## config.mk

```make
export PLATFORM = sky130hd
export DESIGN_NAME = serial_frame_receiver
export DESIGN_NICKNAME = d
export VERILOG_FILES = /design/src/rtl/serial_frame_receiver.sv
export SDC_FILE = /design/constraint.sdc
export NUM_CORES = 1
export LEC_CHECK = 0
export BUFFER_PORTS_ARGS = -buffer_cell sky130_fd_sc_hd__buf_2
export CAP_MARGIN = 10
export CORE_MARGIN = 2
export CORE_UTILIZATION = 55
export CTS_CLUSTER_DIAMETER = 50
export DETAILED_ROUTE_END_ITERATION = 12
export PLACE_DENSITY = 0.77
export SYNTH_ARGS = -nofsm -noshare
export SYNTH_HDL_FRONTEND = slang
export SYNTH_SLANG_ARGS = --single-unit
```

## constraint.sdc

```tcl
create_clock -name sclk -period 2.7 [get_ports sclk]
set_clock_uncertainty 0.15 [all_clocks]
set_input_delay 0.135 -clock sclk [delete_from_list [all_inputs] [get_ports sclk]]
set_output_delay 0.135 -clock sclk [all_outputs]
set_load 0.005 [all_outputs]
```

## src/rtl/serial_frame_receiver.sv

```systemverilog
// Deserializes the 66-bit readout frame (header, NUM_CH channel words, trailer); fields and frame_valid appear 1 sclk after the last bit.
// No backpressure: a new frame overwrites an unacknowledged one and sets overrun. `define TRAILER_CHECK_EN rejects frames whose trailer != TRAILER_PATTERN.
module serial_frame_receiver #(
   parameter int NUM_CH   = 8,
   parameter int CH_BITS  = 7,
   parameter int HDR_BITS = 4,
   parameter int TRL_BITS = 6,
   parameter logic [TRL_BITS-1:0] TRAILER_PATTERN = 6'b101010
) (
   input  logic                       sclk,
   input  logic                       rst,
   input  logic                       serial_in,
   input  logic                       frame_start,
   input  logic                       frame_ack,
   input  logic                       overrun_clr,
   output logic [7:0]                 bit_addr,
   output logic                       busy,
   output logic [HDR_BITS-1:0]        hdr_data,
   output logic [NUM_CH*CH_BITS-1:0]  ch_data,
   output logic [TRL_BITS-1:0]        trl_data,
   output logic                       frame_valid,
   output logic                       frame_err,
   output logic                       overrun
);

   localparam int DATA_BITS  = NUM_CH * CH_BITS;
   localparam int FRAME_BITS = HDR_BITS + DATA_BITS + TRL_BITS;
   localparam logic [7:0] HDR_LAST  = 8'(HDR_BITS - 1);
   localparam logic [7:0] DATA_LAST = 8'(HDR_BITS + DATA_BITS - 1);
   localparam logic [7:0] FRM_LAST  = 8'(FRAME_BITS - 1);

   typedef enum logic [2:0] {
      S_IDLE,
      S_HDR,
      S_DATA,
      S_TRL,
      S_DONE
   } state_t;

   state_t                r_state;
   state_t                w_state_nxt;
   logic [7:0]            r_cnt;
   logic [7:0]            w_cnt_nxt;
   logic                  w_cap;
   logic                  w_abort;
   logic                  w_done;

   logic [HDR_BITS-1:0]   r_hdr_sh;
   logic [DATA_BITS-1:0]  r_ch_sh;
   logic [TRL_BITS-1:0]   r_trl_sh;
   logic [DATA_BITS-1:0]  w_ch_unpack;

   logic [HDR_BITS-1:0]   r_hdr_q;
   logic [DATA_BITS-1:0]  r_ch_q;
   logic [TRL_BITS-1:0]   r_trl_q;
   logic                  r_valid;
   logic                  r_err;
   logic                  r_overrun;

   logic                  w_cap_hdr;
   logic                  w_cap_ch;
   logic                  w_cap_trl;
   logic                  w_trl_ok;
   logic                  w_commit;

   // r_cnt always holds the address of the most recently captured bit
   always_ff @(posedge sclk) begin
      if (rst) begin
         r_state <= S_IDLE;
         r_cnt   <= 8'd0;
      end else begin
         r_state <= w_state_nxt;
         r_cnt   <= w_cnt_nxt;
      end
   end

   always_comb begin
      w_state_nxt = r_state;
      w_cnt_nxt   = r_cnt;
      w_cap       = 1'b0;
      w_abort     = 1'b0;
      w_done      = 1'b0;
      case (r_state)
         S_IDLE: begin
            if (frame_start) begin
               w_state_nxt = S_HDR;
               w_cnt_nxt   = 8'd0;
               w_cap       = 1'b1;
            end
         end
         S_HDR, S_DATA, S_TRL: begin
            if (frame_start) begin
               w_abort     = 1'b1;
               w_state_nxt = S_HDR;
               w_cnt_nxt   = 8'd0;
               w_cap       = 1'b1;
            end else if (r_state == S_TRL && r_cnt == FRM_LAST) begin
               w_done      = 1'b1;
               w_state_nxt = S_DONE;
            end else begin
               w_cap     = 1'b1;
               w_cnt_nxt = r_cnt + 8'd1;
               if (r_state == S_HDR && r_cnt == HDR_LAST) begin
                  w_state_nxt = S_DATA;
               end else if (r_state == S_DATA && r_cnt == DATA_LAST) begin
                  w_state_nxt = S_TRL;
               end
            end
         end
         S_DONE: begin
            w_cnt_nxt = 8'd0;
            if (frame_start) begin
               w_state_nxt = S_HDR;
               w_cap       = 1'b1;
            end else begin
               w_state_nxt = S_IDLE;
            end
         end
         default: begin
            w_state_nxt = S_IDLE;
            w_cnt_nxt   = 8'd0;
         end
      endcase
   end

   // Route each captured bit to the field that owns its address
   assign w_cap_hdr = w_cap && (w_cnt_nxt <= HDR_LAST);
   assign w_cap_ch  = w_cap && (w_cnt_nxt > HDR_LAST) && (w_cnt_nxt <= DATA_LAST);
   assign w_cap_trl = w_cap && (w_cnt_nxt > DATA_LAST);

   // Channel shift register holds channel 0 at its top; re-pack so channel k sits at [CH_BITS*k +: CH_BITS]
   always_comb begin
      w_ch_unpack = '0;
      for (int k = 0; k < NUM_CH; k++) begin
         w_ch_unpack[CH_BITS*k +: CH_BITS] = r_ch_sh[DATA_BITS-CH_BITS*(k+1) +: CH_BITS];
      end
   end

`ifdef TRAILER_CHECK_EN
   assign w_trl_ok = (r_trl_sh == TRAILER_PATTERN);
`else
   assign w_trl_ok = 1'b1;
`endif

   assign w_commit = w_done & w_trl_ok;

   always_ff @(posedge sclk) begin
      if (rst) begin
         r_hdr_sh  <= '0;
         r_ch_sh   <= '0;
         r_trl_sh  <= '0;
         r_hdr_q   <= '0;
         r_ch_q    <= '0;
         r_trl_q   <= '0;
         r_valid   <= 1'b0;
         r_err     <= 1'b0;
         r_overrun <= 1'b0;
      end else begin
         if (w_cap_hdr) begin
            r_hdr_sh <= {r_hdr_sh[HDR_BITS-2:0], serial_in};
         end
         if (w_cap_ch) begin
            r_ch_sh <= {r_ch_sh[DATA_BITS-2:0], serial_in};
         end
         if (w_cap_trl) begin
            r_trl_sh <= {r_trl_sh[TRL_BITS-2:0], serial_in};
         end

         r_err <= w_abort | (w_done & ~w_trl_ok);

         if (w_commit) begin
            r_hdr_q <= r_hdr_sh;
            r_ch_q  <= w_ch_unpack;
            r_trl_q <= r_trl_sh;
         end

         // A new frame beats a same-cycle ack, so valid stays up
         if (w_commit) begin
            r_valid <= 1'b1;
         end else if (frame_ack) begin
            r_valid <= 1'b0;
         end

         if (w_commit && r_valid && !frame_ack) begin
            r_overrun <= 1'b1;
         end else if (overrun_clr) begin
            r_overrun <= 1'b0;
         end
      end
   end

   assign bit_addr    = r_cnt;
   assign busy        = (r_state != S_IDLE);
   assign hdr_data    = r_hdr_q;
   assign ch_data     = r_ch_q;
   assign trl_data    = r_trl_q;
   assign frame_valid = r_valid;
   assign frame_err   = r_err;
   assign overrun     = r_overrun;

endmodule

```

Word-level counts from Yosys, hierarchy flattened. Cells that the tools add are included.

Bits in registers: 146. Latch bits: 0. Memory bits (writable): 0. ROM bits: 0. Input port bits: 6. Output and inout bits: 78. Word-level logic and storage cells: 66. Memories kept: 0.

Add/subtract/negate cells: 1. Multipliers: 0. Div/mod/pow operators: 0. Magnitude comparators: 4. Eq/ne operators: 9. Shifts and indexed selects: 0. Multiplexer cells: 22. Bitwise gates (word level): 1. Reduce and logical (&&, ||, !) cells: 18.

Operators with widths (count): $mux W8 (3); $pmux W8 S2 (1); $mux W3 (5); $mux W1 (11); $logic_and A1 B1 Y1 (9); $pmux W3 S3 (1); $add A8 B1 Y8 const B (1); $eq A8 B2 Y1 const B (1); $eq A8 B6 Y1 const B (1); $eq A8 B7 Y1 const B (1); $gt A8 B2 Y1 const B (1); $gt A8 B6 Y1 const B (1); $le A8 B2 Y1 const B (1); $le A8 B6 Y1 const B (1); $eq A3 B2 Y1 const B (2); $ne A5 B5 Y1 const B (1); $reduce_bool A2 Y1 (2); $reduce_or A2 Y1 (2); $eq A3 B1 Y1 const B (1); $eq A3 B3 Y1 const B (1); $logic_not A3 Y1 (1); $reduce_bool A3 Y1 (1); $reduce_or A3 Y1 (1); $ne A2 B2 Y1 const B (1); 4 further kinds (4).

Longest topological paths before layout.
Word-level depth: 8. Mapped depth: 10. Gate-level depth less buffers: 8.

Least setup slack after synthesis. No wires, ideal clock.

Path kind: flip-flop to flip-flop. From: reg r_cnt[0], in the netlist bit_addr[0]. To: reg r_ch_sh[10]. Library setup time: 72 ps. Data arrival time: 2248 ps. Data required time: 2478 ps. Path slack: 231 ps. Stages on the path, launching flop included: 10. Path buffers: 2. Period minus slack after synthesis: 2469 ps. Path through: dfxtp_1 > ha_1 > o2111a_1 > nor3_1 > a31o_1 > a311oi_2 > and3_1 > buf_6 > buf_12 > mux2i_1.

Longest elaborated chain between the ends: 8. Elaborated cells between the ends (all ways): 14. Classes of those cells: add/sub (1); order compare (2); eq/ne (1); mux (7); reduce/logical (3).

Ends and longest elaborated chain: start, declared (line 42) `logic [7:0] r_cnt;`; start signal, assigned (line 73) `r_cnt <= w_cnt_nxt;`; parallel branches: the longest is 7 deep, another holds $add A8 B1 Y8; $logic_and A1 B1 Y1 * (line 128) `assign w_cap_ch = w_cap && (w_cnt_nxt > HDR_LAST) && (w_cnt_nxt <= DATA_LAST);`; end signal, assigned (line 163) `r_ch_sh <= {r_ch_sh[DATA_BITS-2:0], serial_in};`; end, declared (line 49) `logic [DATA_BITS-1:0] r_ch_sh;`.

Mark *: on every way between the ends. A chain may end at the register's enable or synchronous reset.

Final worst setup path.
From: reg r_cnt[1], in the netlist bit_addr[1]. To: reg r_ch_sh[10].

The elaborated chain is that of the path after synthesis.

==> metrics.txt <==
Synth Cell Area=5710 um2; slack of the critical path=0.131 ns; crit path launch type=register; Final Max Slew Viols=0; most common cell after layout, fill and taps aside=dfxtp_1; Detail Route Antenna Nets=0; r2r setup slk=0.13 ns; post-DR vias/cell=5.21; critical path class=register to register; first-pass GRT wire length=19.2 mm; Detailed Route Iter0 Violations=198; clock tree sinks=146; final WL=11.4 mm; Cells after DPL=794; Worst VDD drop=0.408 mV; Worst EP required=2.98 ns; Core Area=10,200 um2; Lkg Pwr=2.52 nW; GPL Wtd Cong=0.868; most frequent cells in the layout=dfxtp_1, nand2_1, buf_2; grt ovf=0; RSZ-0062 raised after global routing=false; worst rel slew slack=0.471; TNS Setup=0 ns; Synth warnings=0; critical path, cell by cell=ha_2 > o2111ai_1 > o41ai_1 > a211o_1 > o31a_2 > and3_4 > buf_12 > mux2i_1; final std cells w/o fill=828; Reg2Reg Capture Point=r_ch_sh[10]; die extent in y=106 um; post-CTS setup buffer count=0; hold path endpoint=overrun; Remaining DRCs=0; Max FO, Critical Path=28; TritonRoute pass-1 iters=4; cell family with most CP delay=compound AO/OA/AOI/OAI gates; Net count, final=689; WHS Path Cells=2; largest cells by area after synthesis=dfxtp_1, mux2i_1, nand2_1; Worst Reg-to-Reg Cells=8; post-layout util=0.663; vias in the first global route=4,265; reg-to-reg startpoint=bit_addr[1]; total CTS buffers=17; Starting Density=0.560; Synth area leader=dfxtp_1; Max clock buf depth=2; die area=11,200 um2; Critical Path End Type=register; CTS tree=done; ys async rst share=0; # port buffers=83; Gate Count Post-Synth=607; Distinct cells, synth=51; Post-synth EDFFs=0; fin crit share=0.951; Critical Path AT=2.85 ns; outcome=completed; Mapped Avg Cell Area=9.40 um2; # fillers=826; Post-Syn Nets=615; layout cell share with drive strength beyond 1=0.199; pwr/cell area=662 nW/um2; pre-CTS WS=0.173 ns; Crit-path slowest cell=o41ai_1; via count=4,315; main flop type after synthesis=dfxtp_1; number of placement rows=37; Diodes inserted=0; largest net degree at the start of global routing=100; share of the synthesized area in the top cell type=0.512; CTS clk-pin slew, worst paths=0.06 ns; Seq/Total Area, Yosys=0.512; HPWL after detailed placement=7.49 mm; final setup fails=0; antenna violations before repair=0; max-cap violations=0; clk root buf=clkbuf_8; Hold WC Path Type=input port to register; DR WL/cell=13.8 um; Final Hold Fails=0; register bit total from synthesis=146; io pins=84; WHS=0.0542 ns; overall die width=106 um; Max Clock Freq=389 MHz; H-tree depth=4; All-Layer GR Usage=0.210; Worst path max stage delay=0.46 ns; Buf+Inv Stages, Crit Path=1; min Tclk post-route=2.57 ns; Worst-Margin Slew=0.794 ns; HP Start=rst; Area Growth Syn to Fin=18.3%; Clk Latency, worst-skew pair=0.51 ns
## registers in the layout (all words and copies together), names as in the netlist
register / cells
bit_addr: 8
ch_data: 56
frame_err: 1
frame_valid: 1
hdr_data: 4
overrun: 1
r_ch_sh: 56
r_hdr_sh: 4
r_state: 3
r_trl_sh: 6
trl_data: 6
## area by class of cell
cell class,count,area [um2],area share
tap,136,170,0.0252
inverter,4,15.0,0.00222
clock buffer,20,445,0.0660
sequential,146,2920,0.433
timing repair buffer,98,591,0.0874
multi-input combinational,414,2500,0.370
clock inverter,10,111,0.0165
## stage by stage
stage          cell area (um2)  power [mW]
2_1_floorplan             5710        2.29
3_3_place_gp              6150        2.31
3_5_place_dp              6150        2.31
4_1_cts                   6750        4.51
5_1_grt                   6750        4.61
6_report                  6750        4.47
## power breakdown
group          leakage [nW]  switching [mW]  internal [mW]
logic                  1.07          0.0594         0.0462
clock network         0.268           0.853           1.35
registers              1.18         0.00628           2.16
## synth_stat cells (3+ instances only)
master    count
xnor2_1       3
nand2b_1     69
a21oi_1      67
nor2_1       14
buf_4         6
buf_12        5
clkbuf_1     23
xor2_1        4
nor3_1        3
buf_2         7
nand3b_1      3
dfxtp_1     146
or3_1         3
nand2_1     139
inv_1         4
o21ai_0       3
nand3_1       3
mux2i_1      67
## worst reg2reg max path, delay by kind of cell, from the launching register on
family / cells / cell delay [ns]
flip-flops: 1 / 0.38
adder cells (fa/ha/maj): 1 / 0.26
multiplexers: 1 / 0.26
AO/OA/AOI/OAI: 4 / 1.01
AND/OR/NAND/NOR: 1 / 0.22
buffers and inverters: 1 / 0.22
## cell families (layout without fill, tap and decap cells)
logic type               after synthesis  in the layout  synth area share
AO/OA/AOI/OAI                         91             91            0.0947
buffers and inverters                 47            132            0.0533
multiplexers                          67             67             0.117
AND/OR/NAND/NOR                      247            247             0.207
adder cells (fa/ha/maj)                2              2           0.00438
flip-flops                           146            146             0.512
XOR/XNOR                               7              7            0.0107
## metal layers
layer,wire (um),share of wire,track usage
met3,470,0.041,0.0513
met2,5760,0.50,0.370
met1,5070,0.44,0.246
met5,0,0,0
met4,116,0.010,0.0808
## worst max-delay path by stage
stage,depth (start not counted),slack (ns),startpoint,end
floorplan,9,0.23,bit_addr[0],r_ch_sh[10]
global placement,8,0.28,bit_addr[1],r_ch_sh[25]
detailed placement,8,0.17,bit_addr[1],r_ch_sh[38]
CTS,8,0.12,bit_addr[1],r_ch_sh[10]
global route,8,0.02,bit_addr[1],r_ch_sh[10]
finish,8,0.13,bit_addr[1],r_ch_sh[10]
## timing repair
item,4_1_cts,5_1_grt
endpoints found under the hold margin,7,0
resized for setup,0,2
setup endpoints to repair,0,8
hold buffers,4,0
Power figures use the tool's default switching activity.
